### src/rtl/fc_layer_ctrl.sv
// ---------------------------------------------------------------------------
// fc_layer_ctrl
//
// Sequencer for one fully-connected layer. It accepts one input vector, then
// for each output neuron it walks the input words through a multiply-
// accumulate unit and writes the finished neuron value to an output FIFO.
//
// Parameters
//   LAYER_HEIGHT  input words per vector (MAC cycles per neuron)
//   NUM_OUTPUTS   output neurons computed per vector
//
// Ports
//   clk_i          clock, rising edge
//   reset_i        asynchronous active-low reset
//   valid_i        upstream vector valid
//   ready_o        controller idle and able to take a vector
//   latch_o        datapath captures the input vector this cycle
//   in_sel_o       input word select for the MAC
//   weight_addr_o  weight memory address (neuron*LAYER_HEIGHT + word)
//   mac_clr_o      MAC loads the product instead of accumulating
//   mac_en_o       MAC update enable
//   wen_o          output FIFO write enable
//   full_i         output FIFO full (stalls the write)
//   neuron_o       current neuron index
//   busy_o         vector in progress
//   done_o         one-cycle pulse on the final neuron write
// ---------------------------------------------------------------------------
module fc_layer_ctrl #(
  parameter int LAYER_HEIGHT = 4,
  parameter int NUM_OUTPUTS  = 8,
  localparam int IDX_W  = (LAYER_HEIGHT > 1) ? $clog2(LAYER_HEIGHT) : 1,
  localparam int NEU_W  = (NUM_OUTPUTS > 1) ? $clog2(NUM_OUTPUTS) : 1,
  localparam int ADDR_W = ((NUM_OUTPUTS * LAYER_HEIGHT) > 1) ?
                          $clog2(NUM_OUTPUTS * LAYER_HEIGHT) : 1
) (
  input  logic              clk_i,
  input  logic              reset_i,
  input  logic              valid_i,
  output logic              ready_o,
  output logic              latch_o,
  output logic [IDX_W-1:0]  in_sel_o,
  output logic [ADDR_W-1:0] weight_addr_o,
  output logic              mac_clr_o,
  output logic              mac_en_o,
  output logic              wen_o,
  input  logic              full_i,
  output logic [NEU_W-1:0]  neuron_o,
  output logic              busy_o,
  output logic              done_o
);

  typedef enum logic [1:0] {
    S_IDLE,
    S_MAC,
    S_WRITE
  } state_t;

  localparam logic [IDX_W-1:0]  IDX_LAST = IDX_W'(LAYER_HEIGHT - 1);
  localparam logic [NEU_W-1:0]  NEU_LAST = NEU_W'(NUM_OUTPUTS - 1);
  localparam logic [ADDR_W-1:0] LH_A     = ADDR_W'(LAYER_HEIGHT);

  state_t           r_state;
  state_t           w_next_state;
  logic [IDX_W-1:0] r_idx;
  logic [IDX_W-1:0] w_next_idx;
  logic [NEU_W-1:0] r_neuron;
  logic [NEU_W-1:0] w_next_neuron;
  logic             w_accept;

  // State and counter registers. Reset drops straight back to IDLE, which
  // aborts any vector in flight so no further FIFO writes can occur.
  always_ff @(posedge clk_i or negedge reset_i) begin
    if (!reset_i) begin
      r_state  <= S_IDLE;
      r_idx    <= '0;
      r_neuron <= '0;
    end else begin
      r_state  <= w_next_state;
      r_idx    <= w_next_idx;
      r_neuron <= w_next_neuron;
    end
  end

  // A vector is only taken while idle. Gating with reset keeps latch_o low
  // while reset is held even though the idle state already reports ready.
  assign w_accept = valid_i & reset_i;

  // Next-state and output decode. In MAC the word index sweeps once per
  // neuron; WRITE holds everything while the FIFO is full, so a stall freezes
  // the sequence without disturbing the counters.
  always_comb begin
    w_next_state  = r_state;
    w_next_idx    = r_idx;
    w_next_neuron = r_neuron;
    ready_o       = 1'b0;
    latch_o       = 1'b0;
    in_sel_o      = r_idx;
    weight_addr_o = '0;
    mac_clr_o     = 1'b0;
    mac_en_o      = 1'b0;
    wen_o         = 1'b0;
    busy_o        = 1'b0;
    done_o        = 1'b0;

    case (r_state)
      S_IDLE: begin
        ready_o = 1'b1;
        if (w_accept) begin
          latch_o       = 1'b1;
          w_next_state  = S_MAC;
          w_next_idx    = '0;
          w_next_neuron = '0;
        end
      end

      S_MAC: begin
        busy_o        = 1'b1;
        mac_en_o      = 1'b1;
        mac_clr_o     = (r_idx == '0);
        weight_addr_o = ADDR_W'(r_neuron) * LH_A + ADDR_W'(r_idx);
        if (r_idx == IDX_LAST) begin
          w_next_idx   = '0;
          w_next_state = S_WRITE;
        end else begin
          w_next_idx = r_idx + IDX_W'(1);
        end
      end

      S_WRITE: begin
        busy_o = 1'b1;
        if (!full_i) begin
          wen_o = 1'b1;
          if (r_neuron == NEU_LAST) begin
            done_o        = 1'b1;
            w_next_neuron = '0;
            w_next_state  = S_IDLE;
          end else begin
            w_next_neuron = r_neuron + NEU_W'(1);
            w_next_state  = S_MAC;
          end
        end
      end

      default: begin
        w_next_state  = S_IDLE;
        w_next_idx    = '0;
        w_next_neuron = '0;
      end
    endcase
  end

  assign neuron_o = r_neuron;

endmodule

### config.mk
export PLATFORM = sky130hd
export DESIGN_NAME = fc_layer_ctrl
export DESIGN_NICKNAME = d
export VERILOG_FILES = /design/src/rtl/fc_layer_ctrl.sv
export SDC_FILE = /design/constraint.sdc
export NUM_CORES = 1
export LEC_CHECK = 0
export ABC_AREA = 1
export BUFFER_PORTS_ARGS = -buffer_cell sky130_fd_sc_hd__buf_4
export CAP_MARGIN = 20
export CORE_AREA = 5 5 42 44
export DETAILED_ROUTE_END_ITERATION = 12
export DIE_AREA = 0 0 47 49
export PLACE_DENSITY = 0.73
export SKIP_LAST_GASP = 1
export SYNTH_ARGS = -nofsm -noshare
export SYNTH_HDL_FRONTEND = slang
export SYNTH_SLANG_ARGS = --single-unit
### constraint.sdc
create_clock -name clk_i -period 2.21 [get_ports clk_i]
set_clock_uncertainty 0.1 [all_clocks]
set_input_delay 0.442 -clock clk_i [delete_from_list [all_inputs] [get_ports clk_i]]
set_output_delay 0.442 -clock clk_i [all_outputs]
set_load 0.05 [all_outputs]
Word level (Yosys, flattened, before mapping)
Cells that the tools add are included.
- bits of input ports: 4
- word-level logic and storage cells: 46
- register bits: 7
- output and inout bits: 17
- reduce and logical (&&, ||, !) cells: 6
- bitwise logic cells: 3
- add/sub/neg operators: 3
- mux-type cells: 24
- equal/unequal tests: 7
- operators with widths (cell ; number):
    1-bit two-way mux ; 12
    2-bit case mux with 3 select lines ; 2
    2-bit two-way mux ; 5
    3-bit two-way mux ; 3
    3-bit case mux with 3 select lines ; 1
    2-bit inequality test (second input constant) ; 3
    3-bit AND reduction ; 2
    5-bit by 2-bit adder with 5-bit output ; 1
    5-bit two-way mux ; 1
    2-bit == test (second input constant) ; 2
    2-bit logical NOT ; 2
    3-bit by 1-bit adder with 3-bit output (second input constant) ; 1
    3-bit == test (second input constant) ; 1
    2-bit by 1-bit adder with 2-bit output (second input constant) ; 1
    2-bit by 1-bit == test with 1-bit output (second input constant) ; 1
    1-bit inverter ; 2
    2-bit AND reduction ; 1
    2-bit OR reduction ; 1
    1-bit AND ; 1

Depth between registers and ports, before layout
Gate-level depths: netlist of the first run.
- depth in word-level cells: 4
- gate-level depth with buffers: 8
- gate-level depth less buffers: 7

Least setup slack after synthesis of the first run
Ideal clock, no wire load.
- kind: reg2out
- start point: register r_neuron[0], in the netlist neuron_o[0]
- end point: output done_o
- path buffers: 0
- data required time: 1668 ps
- stages on the path, launching flop included: 5
- setup slack: -498 ps
- data arrival time: 2166 ps
- path through: dfrtp_1 > ha_1 > ha_1 > inv_1 > nor3_1
- cells in the longest elaborated chain, start to end: 4
- RTL lines (element ; RTL line ; source):
    start, declared ; 66 ; logic [NEU_W-1:0] r_neuron;
    start signal, assigned ; 80 ; r_neuron <= w_next_neuron;
    3-bit == test ; 133 ; if (r_neuron == NEU_LAST) begin
    1-bit two-way mux ; 133 ;
    1-bit two-way mux ; 131 ; if (!full_i) begin
    1-bit two-way mux ; 105 ; case (r_state)
    end, declared ; 49 ; output logic done_o
Every way passes these cells.

Final worst setup path of the first run
- start point: input reset_i
- end point: output latch_o
- cells in the longest elaborated chain, start to end: 3
- RTL lines (element ; RTL line ; source):
    start, declared ; 37 ; input logic reset_i,
    1-bit AND ; 86 ; assign w_accept = valid_i & reset_i;
    1-bit two-way mux ; 108 ; if (w_accept) begin
    1-bit two-way mux ; 105 ;
    end, declared ; 40 ; output logic latch_o,
Every way passes these cells.

==> results of run 1 <==
[what timing repair did]
action	4_1_cts	5_1_grt
resized for setup	0	1
hold buffers	1	0
endpoints found under the hold margin	7	0
setup endpoints to repair	0	5
[power groups by stage]
| stage | sequential, W | combinational, W | clock [W] |
|---|---|---|---|
| floorplan | 0.000295 | 0.000576 | 0 |
| global placement | 0.000218 | 0.000834 | 0 |
| detailed placement | 0.000222 | 0.000840 | 0 |
| CTS | 0.000220 | 0.000843 | 0.000130 |
| global route | 0.000230 | 0.000905 | 0.000138 |
| finish | 0.000220 | 0.000840 | 0.000123 |
[registers in the layout, summed over array words and instances (netlist names)]
signal    cells
neuron_o      3
in_sel_o      2
r_state       2
[per-stage QoR]
stage	hold slack [ns]	utilization (%)
2_1_floorplan	0.0464	-
3_3_place_gp	0.168	51.6
3_5_place_dp	0.168	51.6
4_1_cts	0.406	54.2
5_1_grt	0.422	54.4
6_report	0.415	54.4
[metal layers]
metal / share of wire, % / global-route usage [%] / vias to the layer above
met2: 45 / 18.1 / 16
li1: - / - / 284
met3: 6.5 / 2.58 / 4
met4: 3.4 / 11.1 / 0
met5: 0 / 0 / -
met1: 45 / 15.8 / 231
[area by class of cell]
type / instances / area [sq um] / area share, %
Multi-Input combinational cell: 54 / 324 / 42.5
Sequential cell: 7 / 175 / 23.0
Clock buffer: 4 / 26.3 / 3.45
Timing Repair Buffer: 21 / 160 / 21.0
Inverter: 15 / 56.3 / 7.39
Tap cell: 16 / 20.0 / 2.63
[worst max-delay path, stage by stage]
cell and delay [ns]:
dlygate4sd3_1 0.53, buf_4 0.17, nand2_1 0.10, nor2_2 0.09
buf_4 0.20
[cells by family after synthesis]
group / Yosys count
adder cells (fa/ha/maj): 9
AO/OA/AOI/OAI: 4
buffers and inverters: 16
flip-flops: 7
AND/OR/NAND/NOR: 41
[cells in the mapped netlist]
| library cell | instances |
|---|---|
| buf_6 | 1 |
| nand3_1 | 3 |
| a21oi_4 | 1 |
| inv_1 | 14 |
| nand4_1 | 2 |
| nor2_1 | 5 |
| ha_1 | 9 |
| nand2_1 | 28 |
| nand3b_1 | 1 |
| dfrtp_1 | 7 |
| o21ai_0 | 2 |
| nor3_1 | 1 |
| inv_2 | 1 |
| nand2_2 | 1 |
| a21oi_1 | 1 |
[worst paths after layout]
path	slack, ns	from	endpoint	depth (start not counted)
min reg2reg	0.44	r_state[1]	r_state[1]	2
max reg2reg	0.77	r_state[0]	neuron_o[2]	6
min	0.41	full_i	neuron_o[1]	4
max	0.14	reset_i	latch_o	5
max in group asynchronous	1.44	reset_i	r_state[0]	2
min in group asynchronous	0.44	reset_i	neuron_o[1]	2
==> impl_metrics.ini, run 1 <==
[status]
status = completed

[synth]
synth_seq_area_share_pct = 31.5
synthXorXnorAreaFrac_pct = 0
yosys.area.top_type = dfrtp_1
synth_cells = 77
synth_area_sq_um = 557
synth_top_area_share_pct = 31.5
ys_types = 15
synthAdderAreaFrac_pct = 20.2
synth.area.mux_share_pct = 0
synth.area.top_cells = dfrtp_1 31%, ha_1 20%, nand2_1 19%, inv_1 9.4%, nor2_1 3.4%
syn-mean-instance-area_sq_um = 7.23
syn_nets = 90
synth_warnings = 0
synth_seq_cells = 7
synth-simple-area-share_pct = 30.6
synth_top_family_by_area = simple AND/OR/NAND/NOR gates
synth_compound_area_share_pct = 5.62

[power]
combPwrFrac_pct = 71.0
p_leak_nw = 0.475
p_sw_share_pct = 59.1
internal_power_w = 0.000485
clockPowerShare_pct = 10.4
p_seq_share_pct = 18.6
vdd_drop_max_mv = 0.747
p_total_w = 0.00118
switchingPower_w = 0.000699
power.density_mw_per_mm2 = 1550

[detailed_routing]
num_vias = 535
viasPerCell = 4.57
wire_per_inst_um = 10.8
drt_drc_violations_left = 0
drt-total-wl_um = 1270
antenna_left = 0
drt-pass1-iter-count = 4
drt_iter0_markers = 14

[grt]
grt_overflow = 0
grt_pass1_vias = 490
grt_pass1_wl_um = 2080
grt_antenna_before_repair = 0
grt_max_degree = 12
grt.total_usage_pct = 12.9

[floorplanning]
die_y_um = 49
initial_core_util_pct = 39.7
top_level_ports = 21
core_region_area_sq_mm = 0.00140
dieArea_sq_mm = 0.00230
die_w_um = 47
std_cell_rows = 14

[clock_tree]
cts_tree = yes
cts_max_path_buffers = 2
cts_inserted_buffers = 3
numClockSinks = 7
clkTransAtPathRegs_ns = 0.05
clock_latency_ns = 0.26
cts_max_level = 1
cts-root-buf = clkbuf_4
post-cts-setup-buffers = 0

[place]
placed_cells = 112
dp_slack_ns = 0.353
portBuffers = 20
place_area_sq_um = 723
detailed_place_hpwl_um = 967
gp_congestion = 0.797

[layout]
stdcell_area_sq_um = 762
fillers = 144
final_common_cell = nand2_1
syn2layout_area_growth_pct = 36.9
num_antenna_cells = 0
num-nets-final = 115
final_cell_mix = 28 x nand2_1, 20 x buf_4, 14 x inv_1
final_cells = 117
drive_gt1_share_pct = 28.7

[timing]
min_period_over_period_pct = 93.7
setup_ws_ns = 0.140
hold_viol = 0
tns_ns = 0
fin_crit_ns = 2.07
tightestPinTransition_ns = 0.255
maxSlewViolCount = 0
setup_violations = 0
relSlewSlack_pct = 83.0
timing.fmax_ghz = 0.483
rsz0062_at_grt = false

[setup_path]
crit_path_start_kind = input pin
critPathMaxFanout = 8
cp-end-kind = output port
crit_type = input pin to output port
required_ns = 1.67
arrival_ns = 1.53

[worst_hold_path]
holdCritPathClass = input pin to register

[job]
drv_cap = 0
(Power assumes the default switching activity.)
==> run 2, diff against run 1 <==
- ABC_AREA: 1 -> unset
- BUFFER_PORTS_ARGS: -buffer_cell sky130_fd_sc_hd__buf_4 -> -buffer_cell sky130_fd_sc_hd__buf_2
- clock period: 2.21 -> 2.15 ns (I/O delays scaled with it)
==> impl_metrics.ini, run 2 <==
[grt]
grt.total_usage_pct = 12.6
grt_antenna_before_repair = 0
grt_max_degree = 12
grt_pass1_vias = 474
grt_overflow = 0
grt_pass1_wl_um = 2070

[clock_tree]
clock_latency_ns = 0.26
cts_max_level = 1
cts_tree = yes
cts_inserted_buffers = 3
cts-root-buf = clkbuf_4
cts_max_path_buffers = 2
clkTransAtPathRegs_ns = 0.06
numClockSinks = 7

[setup_path]
crit_path_start_kind = register
crit_slowest_cell = dfrtp_1
required_ns = 1.62
crit_type = register to output port
crit_chain = inv_1 > ha_2 > nor2b_4 > and2_2 > buf_4
cp_top_family = flip-flops
cp-end-kind = output port
critPathMaxFanout = 7
arrival_ns = 1.51
path_buf_inv = 2
slowest_delay_ns = 0.42

[place]
gp_congestion = 0.737
portBuffers = 20
detailed_place_hpwl_um = 931

[layout]
final_common_cell = buf_2
final_cell_mix = 19 x buf_2, 8 x inv_1, 7 x and2_2, 7 x ha_1, 7 x dfrtp_1
fillers = 141
multiInputGateArea_sq_um = 347
largest_reg_flops = 3
syn2layout_area_growth_pct = 29.6
num_antenna_cells = 0
drive_gt1_share_pct = 47.4
num-nets-final = 92
ff_latch_area_sq_um = 175

[synth]
synth.area.top_cells = dfrtp_1 32%, ha_1 20%, and2_2 8.1%, inv_1 5.4%, mux2_4 5.4%
synth_commonest_cells = 9 x ha_1, 8 x inv_1, 7 x dfrtp_1
yosys.area.top_type = dfrtp_1
ys_types = 22
synth-simple-area-share_pct = 16.3
synth_edf_count = 0
synth_seq_cells = 7
synth_top_family_by_area = adder cells
synth_area_sq_um = 554
syn_nets = 67
synth_seq_area_share_pct = 31.6
synthXorXnorAreaFrac_pct = 0
synthMostInstantiatedCell = ha_1
synthArstFlopShare_pct = 100
synth_cells = 54
synth_compound_area_share_pct = 12.2
syn-mean-instance-area_sq_um = 10.3
synth_top_area_share_pct = 31.6
ys.flop_type = dfrtp_1
synth.area.mux_share_pct = 11.3
synthAdderAreaFrac_pct = 20.3
synth_warnings = 0

[detailed_routing]
drt_iter0_markers = 11
drt-total-wl_um = 1200
viasPerCell = 4.73
wire_per_inst_um = 12.8
drt-pass1-iter-count = 4
antenna_left = 0
drt_drc_violations_left = 0
num_vias = 445

[status]
status = completed

[floorplanning]
std_cell_rows = 14
die_w_um = 47
initial_core_util_pct = 39.6
core_region_area_sq_mm = 0.00140
die_y_um = 49
dieArea_sq_mm = 0.00230
top_level_ports = 21

[timing]
tightestPinTransition_ns = 0.325
fin_crit_ns = 2.04
relSlewSlack_pct = 78.2
hold_viol = 0
tns_ns = 0
setup_violations = 0
timing.fmax_ghz = 0.490
rsz0062_at_grt = false
maxSlewViolCount = 0
min_period_over_period_pct = 94.9

[worst_hold_path]
holdCritPathClass = register to register

[job]
drv_cap = 0
==> run 2: worst paths after layout <==
check | startpoint | end | slack [ns] | cells after the start
max | r_state[0] | done_o | 0.11 | 5
min | neuron_o[2] | neuron_o[2] | 0.46 | 2
max reg2reg | r_state[0] | neuron_o[0] | 0.34 | 5
min reg2reg | neuron_o[2] | neuron_o[2] | 0.46 | 2
max in group asynchronous | reset_i | r_state[1] | 1.15 | 2
min in group asynchronous | reset_i | neuron_o[0] | 0.56 | 2
==> run 2: worst register-to-register path, cell delays in order (launching register included) <==
cell and delay (ns):
dfrtp_1 0.41, inv_1 0.09, ha_1 0.25, a21boi_4 0.17, a211o_1 0.36, mux2_4 0.33
==> run 2: area by class of cell <==
type / count / share of cell area, %
sequential: 7 / 24.4
inverter: 8 / 4.18
multi-input combinational: 37 / 48.3
tap: 16 / 2.79
clock buffer: 4 / 3.66
timing repair buffer: 22 / 16.7
==> run 2: cells by family after synthesis <==
family	after synthesis
fa+ha+maj	9
mux	5
compound gates	8
flops	7
simple gates	15
buf+inv	10
==> run 2: per-stage QoR <==
step | instances | area, sq um | util, % | setup WS, ns | hold slack (ns)
after CTS | 94 | 713 | 50.9 | 0.00574 | 0.459
after global placement | 89 | 674 | 48.1 | 0.314 | 0.199
after detailed placement | 89 | 674 | 48.1 | 0.273 | 0.197
after global routing | 94 | 718 | 51.2 | 0.00934 | 0.483
final | 94 | 718 | 51.2 | 0.111 | 0.456
after floorplan | 54 | 563 | - | 0.0833 | 0.0344
==> run 2: routing by layer <==
layer  track usage (%)  vias to the layer above  share of wire [%]
met1              13.5                      208                 41
met5                 0                        -                  0
met2              20.4                       12                 51
li1                  -                      223                  -
met3              3.69                        2                7.1
met4              8.29                        0               0.33
==> run 2: repair_timing <==
| item | in CTS | in global routing |
|---|---|---|
| hold buffers | 1 | 0 |
| hold endpoints to repair | 7 | 0 |
| buffers inserted | 0 | 0 |
| gates resized for setup | 1 | 2 |
| endpoints found under the setup margin | 1 | 7 |
Power of run 2 is not shown: default switching activity piles up to over one toggle a cycle in this logic, so the estimate is an artifact.
